$ cat src/rtl/tile_bram_port_master.sv
// Host-side initiator for a tile's external BRAM port: moves one block-transfer
// command of 16-bit words between valid/ready streams and the tile's port A.
module tile_bram_port_master #(
    parameter int TILE_DIM = 2,
    parameter int ADDR_W   = 10,
    parameter int DATA_W   = 16
) (
    input  logic              clk,
    input  logic              reset,
    input  logic              cmd_valid,
    output logic              cmd_ready,
    input  logic              cmd_write,
    input  logic [7:0]        cmd_i,
    input  logic [7:0]        cmd_j,
    input  logic [ADDR_W-1:0] cmd_addr,
    input  logic [ADDR_W:0]   cmd_len,
    input  logic              wr_valid,
    output logic              wr_ready,
    input  logic [DATA_W-1:0] wr_data,
    output logic              rd_valid,
    input  logic              rd_ready,
    output logic [DATA_W-1:0] rd_data,
    output logic              done,
    output logic              err,
    output logic              busy,
    output logic              external,
    output logic [7:0]        BRAM_i,
    output logic [7:0]        BRAM_j,
    output logic              WEA,
    output logic [ADDR_W-1:0] ADDRA,
    output logic [DATA_W-1:0] DIA,
    input  logic [DATA_W-1:0] DOA,
    output logic              WEB,
    output logic [ADDR_W-1:0] ADDRB,
    output logic [DATA_W-1:0] DIB
);

    localparam int LEN_W = ADDR_W + 1;
    localparam logic [7:0] TILE_DIM_C = 8'(TILE_DIM);

    typedef enum logic [2:0] {
        ST_IDLE  = 3'd0,
        ST_WRITE = 3'd1,
        ST_READ  = 3'd2,
        ST_DRAIN = 3'd3,
        ST_FIN   = 3'd4
    } state_t;

    state_t             state_q, state_d;
    logic [ADDR_W-1:0]  cur_addr_q, cur_addr_d;
    logic [LEN_W-1:0]   remain_q, remain_d;
    logic [7:0]         bram_i_q, bram_i_d;
    logic [7:0]         bram_j_q, bram_j_d;
    logic               err_lat_q, err_lat_d;
    logic               inflight_q;

    logic [DATA_W-1:0]  fifo_mem_q [2];
    logic               fifo_wptr_q;
    logic               fifo_rptr_q;
    logic [1:0]         fifo_cnt_q;

    logic               cmd_ready_q, wr_ready_q, busy_q, external_q, done_q, err_q;

    logic               wr_fire_s;
    logic               pop_s;
    logic               issue_s;
    logic               illegal_s;
    logic [2:0]         occ_s;

    // Handshake qualifiers and read-issue throttle.
    always_comb begin
        wr_fire_s = (state_q == ST_WRITE) && wr_valid;
        pop_s     = (fifo_cnt_q != 2'd0) && rd_ready;
        // Words owed to the FIFO once this cycle's pop is taken out; never exceed 2.
        occ_s     = {1'b0, fifo_cnt_q} + {2'b00, inflight_q} - {2'b00, pop_s};
        issue_s   = (state_q == ST_READ) && (remain_q != {LEN_W{1'b0}}) && (occ_s < 3'd2);
        illegal_s = (cmd_len == {LEN_W{1'b0}}) || (cmd_i >= TILE_DIM_C) || (cmd_j >= TILE_DIM_C);
    end

    // Next-state and command-context update.
    always_comb begin
        state_d    = state_q;
        cur_addr_d = cur_addr_q;
        remain_d   = remain_q;
        bram_i_d   = bram_i_q;
        bram_j_d   = bram_j_q;
        err_lat_d  = err_lat_q;
        case (state_q)
            ST_IDLE: begin
                if (cmd_valid) begin
                    cur_addr_d = cmd_addr;
                    remain_d   = cmd_len;
                    bram_i_d   = cmd_i;
                    bram_j_d   = cmd_j;
                    err_lat_d  = illegal_s;
                    if (illegal_s) begin
                        state_d = ST_FIN;
                    end else if (cmd_write) begin
                        state_d = ST_WRITE;
                    end else begin
                        state_d = ST_READ;
                    end
                end else begin
                    state_d = ST_IDLE;
                end
            end
            ST_WRITE: begin
                if (wr_fire_s) begin
                    cur_addr_d = cur_addr_q + ADDR_W'(1);
                    remain_d   = remain_q - LEN_W'(1);
                    if (remain_q == LEN_W'(1)) begin
                        state_d = ST_FIN;
                    end else begin
                        state_d = ST_WRITE;
                    end
                end else begin
                    state_d = ST_WRITE;
                end
            end
            ST_READ: begin
                if (issue_s) begin
                    cur_addr_d = cur_addr_q + ADDR_W'(1);
                    remain_d   = remain_q - LEN_W'(1);
                    if (remain_q == LEN_W'(1)) begin
                        state_d = ST_DRAIN;
                    end else begin
                        state_d = ST_READ;
                    end
                end else begin
                    state_d = ST_READ;
                end
            end
            ST_DRAIN: begin
                if (occ_s == 3'd0) begin
                    state_d = ST_FIN;
                end else begin
                    state_d = ST_DRAIN;
                end
            end
            ST_FIN: begin
                state_d = ST_IDLE;
            end
            default: begin
                state_d = ST_IDLE;
            end
        endcase
    end

    // State, command context and status outputs registered from the next state.
    always_ff @(posedge clk or negedge reset) begin
        if (!reset) begin
            state_q     <= ST_IDLE;
            cur_addr_q  <= {ADDR_W{1'b0}};
            remain_q    <= {LEN_W{1'b0}};
            bram_i_q    <= 8'd0;
            bram_j_q    <= 8'd0;
            err_lat_q   <= 1'b0;
            inflight_q  <= 1'b0;
            cmd_ready_q <= 1'b0;
            wr_ready_q  <= 1'b0;
            busy_q      <= 1'b0;
            external_q  <= 1'b0;
            done_q      <= 1'b0;
            err_q       <= 1'b0;
        end else begin
            state_q     <= state_d;
            cur_addr_q  <= cur_addr_d;
            remain_q    <= remain_d;
            bram_i_q    <= bram_i_d;
            bram_j_q    <= bram_j_d;
            err_lat_q   <= err_lat_d;
            inflight_q  <= issue_s;
            cmd_ready_q <= (state_d == ST_IDLE);
            wr_ready_q  <= (state_d == ST_WRITE);
            busy_q      <= (state_d != ST_IDLE);
            external_q  <= (state_d == ST_WRITE) || (state_d == ST_READ) || (state_d == ST_DRAIN);
            done_q      <= (state_d == ST_FIN);
            err_q       <= (state_d == ST_FIN) && err_lat_d;
        end
    end

    // Two-entry read FIFO; DOA for the address issued last cycle is pushed now.
    always_ff @(posedge clk or negedge reset) begin
        if (!reset) begin
            fifo_mem_q[0] <= {DATA_W{1'b0}};
            fifo_mem_q[1] <= {DATA_W{1'b0}};
            fifo_wptr_q   <= 1'b0;
            fifo_rptr_q   <= 1'b0;
            fifo_cnt_q    <= 2'd0;
        end else begin
            if (inflight_q) begin
                fifo_mem_q[fifo_wptr_q] <= DOA;
                fifo_wptr_q             <= ~fifo_wptr_q;
            end else begin
                fifo_wptr_q             <= fifo_wptr_q;
            end
            if (pop_s) begin
                fifo_rptr_q <= ~fifo_rptr_q;
            end else begin
                fifo_rptr_q <= fifo_rptr_q;
            end
            fifo_cnt_q <= fifo_cnt_q + {1'b0, inflight_q} - {1'b0, pop_s};
        end
    end

    // Port A is driven combinationally in the cycle the word moves.
    always_comb begin
        WEA   = wr_fire_s;
        ADDRA = (wr_fire_s || issue_s) ? cur_addr_q : {ADDR_W{1'b0}};
        DIA   = wr_fire_s ? wr_data : {DATA_W{1'b0}};
    end

    assign cmd_ready = cmd_ready_q;
    assign wr_ready  = wr_ready_q;
    assign busy      = busy_q;
    assign external  = external_q;
    assign done      = done_q;
    assign err       = err_q;
    assign BRAM_i    = bram_i_q;
    assign BRAM_j    = bram_j_q;
    assign rd_valid  = (fifo_cnt_q != 2'd0);
    assign rd_data   = fifo_mem_q[fifo_rptr_q];
    assign WEB       = 1'b0;
    assign ADDRB     = {ADDR_W{1'b0}};
    assign DIB       = {DATA_W{1'b0}};

endmodule

$ cat config.mk
export PLATFORM = sky130hd
export DESIGN_NAME = tile_bram_port_master
export DESIGN_NICKNAME = d
export VERILOG_FILES = /design/src/rtl/tile_bram_port_master.sv
export SDC_FILE = /design/constraint.sdc
export NUM_CORES = 1
export LEC_CHECK = 0
export BUFFER_PORTS_ARGS = -buffer_cell sky130_fd_sc_hd__buf_2
export CAP_MARGIN = 20
export CORE_MARGIN = 1
export CORE_UTILIZATION = 25
export DETAILED_ROUTE_END_ITERATION = 7
export SYNTH_ARGS = -nofsm -noshare
export SYNTH_HDL_FRONTEND = slang
export SYNTH_SLANG_ARGS = --single-unit
$ cat constraint.sdc
create_clock -name clk -period 3 [get_ports clk]
set_clock_uncertainty 0.1 [all_clocks]
set_input_delay 0.15 -clock clk [delete_from_list [all_inputs] [get_ports clk]]
set_output_delay 0.15 -clock clk [all_outputs]
set_load 0.1 [all_outputs]
==> results.ini <==
[die]
rows=49
core_area_um2=18100
io_pins=168
die_w_um=139
die_h_um=139
initial_utilization=0.258
die_area_um2=19300

[pwr]
p_switching_mw=2.66
swShare=0.480
pwr-share-seq=0.291
leakage_nw=3.18
pwr-share-comb=0.488
ir_worst_vdd_v=0.000326
power_density_nw_per_um2=811
p_clk_frac=0.221
internal_power_mw=2.88

[sta]
fin_crit_ps=3120
rsz0062_at_grt=yes
worstMarginPinSlew_ps=791
hold_ws_ps=41.4
slew_headroom=0.473
finalCritPeriodShare=1.04
setup_ws_ps=-119
timing.fmax_ghz=0.321
maxSlewViolCount=0
final_hold_viol_count=0
setup_viol=13

[logic_synthesis]
ys_seq_elements=84
syn_avg_cell_area_um2=10.1
synth_flop_cell=dfrtp_1
synth_edf_count=0
yosysWarnings=0
async_reset_ff_frac=1.00
synth-seq-area-share=0.448
netlist_area_um2=4690
yosysUniqueCellTypes=56
synthesis.instances=463

[routing]
ant_nets=0
drt-pass1-iter-count=7
routed_wirelength_mm=13.0
drtIter0Drc=310
drt-wirelength-per-cell_um=14.6
vias_per_cell=4.67
vias=4168
drc=0

[status]
status=finished, violations left
violations=setup timing

[placement]
dp.cells=835
pre_cts_slack_ps=-138
dpl_cell_area_um2=5970
place.gp.congestion=0.812
io_buffer_count=140
hpwl_mm=9.23

[worst_setup_path]
crit_required_ps=2750
worstPathCellList=inv_2 -> nand2_8 -> and2_4 -> ha_4 -> inv_2 -> ha_4 -> fa_2 -> nor4_4 -> a21oi_4 -> buf_12 -> nor2b_4 -> buf_12
critPathSlowestCell=fa_2
crit_arrival_ps=2870
critical_path_class=reg -> out
cp_max_fo=10
slowest_delay_ps=490
start_kind=flop
crit_path_end_kind=output port

[job]
max_cap_violations=0

[layout]
final_layout_size_suffix_gt1_frac=0.432
syn_to_final_growth_pct=45.7
final_cells=892
nets=738
stdcell_area_um2=6830
final_util=0.376

[grt]
grt_pass1_vias=3987
grt_max_degree=41
antenna_found_initial=1
grt_pass1_wl_mm=20.9
grt_use_total=0.138
gr-total-overflow=0

[clock_network]
path_clk_slew_ps=70
insertion_delay_ps=340
clock_sinks=84
cts_tree=done
cts-root-buf=clkbuf_16
clk_path_buf_depth=2
htree_levels=3
cts-buffers-inserted=9

[hold_path]
hp-class=in -> reg

[layout make-up]
class                      count  area (µm²)
clock buffer                   9         225
inverter                      21        78.8
fill                        1796       11300
antenna                        1        2.50
multi-input combinational    336        2550
clock inverter                 7        98.8
sequential                    84        2100
tap                          229         287
timing repair buffer         205        1490
[repair_timing]
action                                  in CTS  in global routing
endpoints found under the hold margin       87                  0
resized for setup                           10                 14
pin swaps                                    4                  6
setup buffers                                4                  1
endpoints found under the setup margin      24                 29
gates cloned                                 1                  0
hold buffers                                34                  0
[worst paths after layout]
path | start | to | slack (ps) | depth (start not counted)
worst min-delay path | cmd_len[0] | remain_q[0] | 40 | 3
max in group asynchronous | reset | fifo_mem_q[10] | 1840 | 3
worst max register to register | fifo_cnt_q[1] | cur_addr_q[1] | -60 | 12
worst min register to register | BRAM_i[0] | BRAM_i[0] | 370 | 2
min in group asynchronous | reset | fifo_mem_q[20] | 230 | 2
worst max-delay path | fifo_cnt_q[1] | ADDRA[0] | -120 | 12
[routing by layer]
layer	global-route usage	up-vias	routed length (µm)
met5	0	-	0
met4	0.0491	0	213
met3	0.0245	18	689
met2	0.234	174	6340
met1	0.175	1982	5750
li1	-	1994	-
[critical path: cells and delay by family (launching register included)]
kind | cells | cell delay [ps]
compound gates | 1 | 100
fa+ha+maj | 3 | 880
buf+inv | 4 | 510
simple gates | 4 | 630
flops | 1 | 380
[sequential cells by signal (all words and copies together), names as in the netlist]
signal       cells
BRAM_i           8
BRAM_j           8
busy             1
cmd_ready        1
cur_addr_q      10
done             1
err              1
err_lat_q        1
external         1
fifo_cnt_q       2
fifo_mem_q      32
fifo_rptr_q      1
fifo_wptr_q      1
inflight_q       1
remain_q        11
state_q          3
wr_ready         1
[kinds of logic (layout without fill, tap and decap cells)]
| family | count (synthesis) | count (layout) | synth area share |
|---|---|---|---|
| fa+ha+maj | 6 | 6 | 0.0176 |
| compound gates | 82 | 82 | 0.121 |
| flops | 84 | 84 | 0.448 |
| simple gates | 156 | 156 | 0.177 |
| mux | 59 | 59 | 0.140 |
| xor+xnor | 6 | 6 | 0.0152 |
| buf+inv | 69 | 242 | 0.0803 |
| other cells | 1 | 28 | 0.000800 |
[Yosys cell counts (all sizes together), types with 4 or more instances]
cell type / count / share of area
xor2: 4 / 0.011
and3: 4 / 0.0053
o211ai: 10 / 0.016
o22ai: 4 / 0.0053
a211oi: 6 / 0.0096
nand3: 12 / 0.013
and2: 20 / 0.027
a221oi: 9 / 0.017
inv: 21 / 0.017
mux2i: 7 / 0.015
buf: 33 / 0.052
nand2: 57 / 0.046
nor4: 11 / 0.021
ha: 5 / 0.013
mux2: 52 / 0.12
o21ai: 16 / 0.019
nor2: 19 / 0.016
nor3: 7 / 0.0075
nand4: 6 / 0.0080
a21oi: 19 / 0.022
dfrtp: 84 / 0.45
or4: 5 / 0.0088
clkbuf: 15 / 0.012
[metrics by stage]
stage,power [mW],TNS [ps]
final,5.54,-1120
after detailed placement,4.18,-1560
after CTS,5.57,-1480
after global routing,5.81,-3390
after global placement,4.16,-463
after floorplan,3.76,-5390
[power by group through the flow]
| stage | Sequential, mW | Combinational, mW | Clock, mW |
|---|---|---|---|
| final | 1.61 | 2.70 | 1.22 |
| after global routing | 1.65 | 2.84 | 1.32 |
| after CTS | 1.61 | 2.68 | 1.28 |
| after detailed placement | 1.63 | 2.55 | 0 |
| after global placement | 1.62 | 2.54 | 0 |
| after floorplan | 1.80 | 1.96 | 0 |
[layout by cell type, fill, tap and decap left out, types with 6 or more instances in the layout]
master         instances
a21oi_1               17
a221oi_2               9
and2_1                19
buf_12                13
buf_2                129
buf_4                 25
clkbuf_16              9
conb_1                27
dfrtp_1               84
dlygate4sd3_1         34
inv_1                 18
mux2_2                49
mux2i_1                7
nand2_1               56
nand3_1               12
nand4_1                6
nor2_1                10
nor2_4                 8
nor3_1                 7
nor4_1                 9
o211ai_1              10
o21ai_0               15
Note: power is estimated with default switching activity, not from simulation.
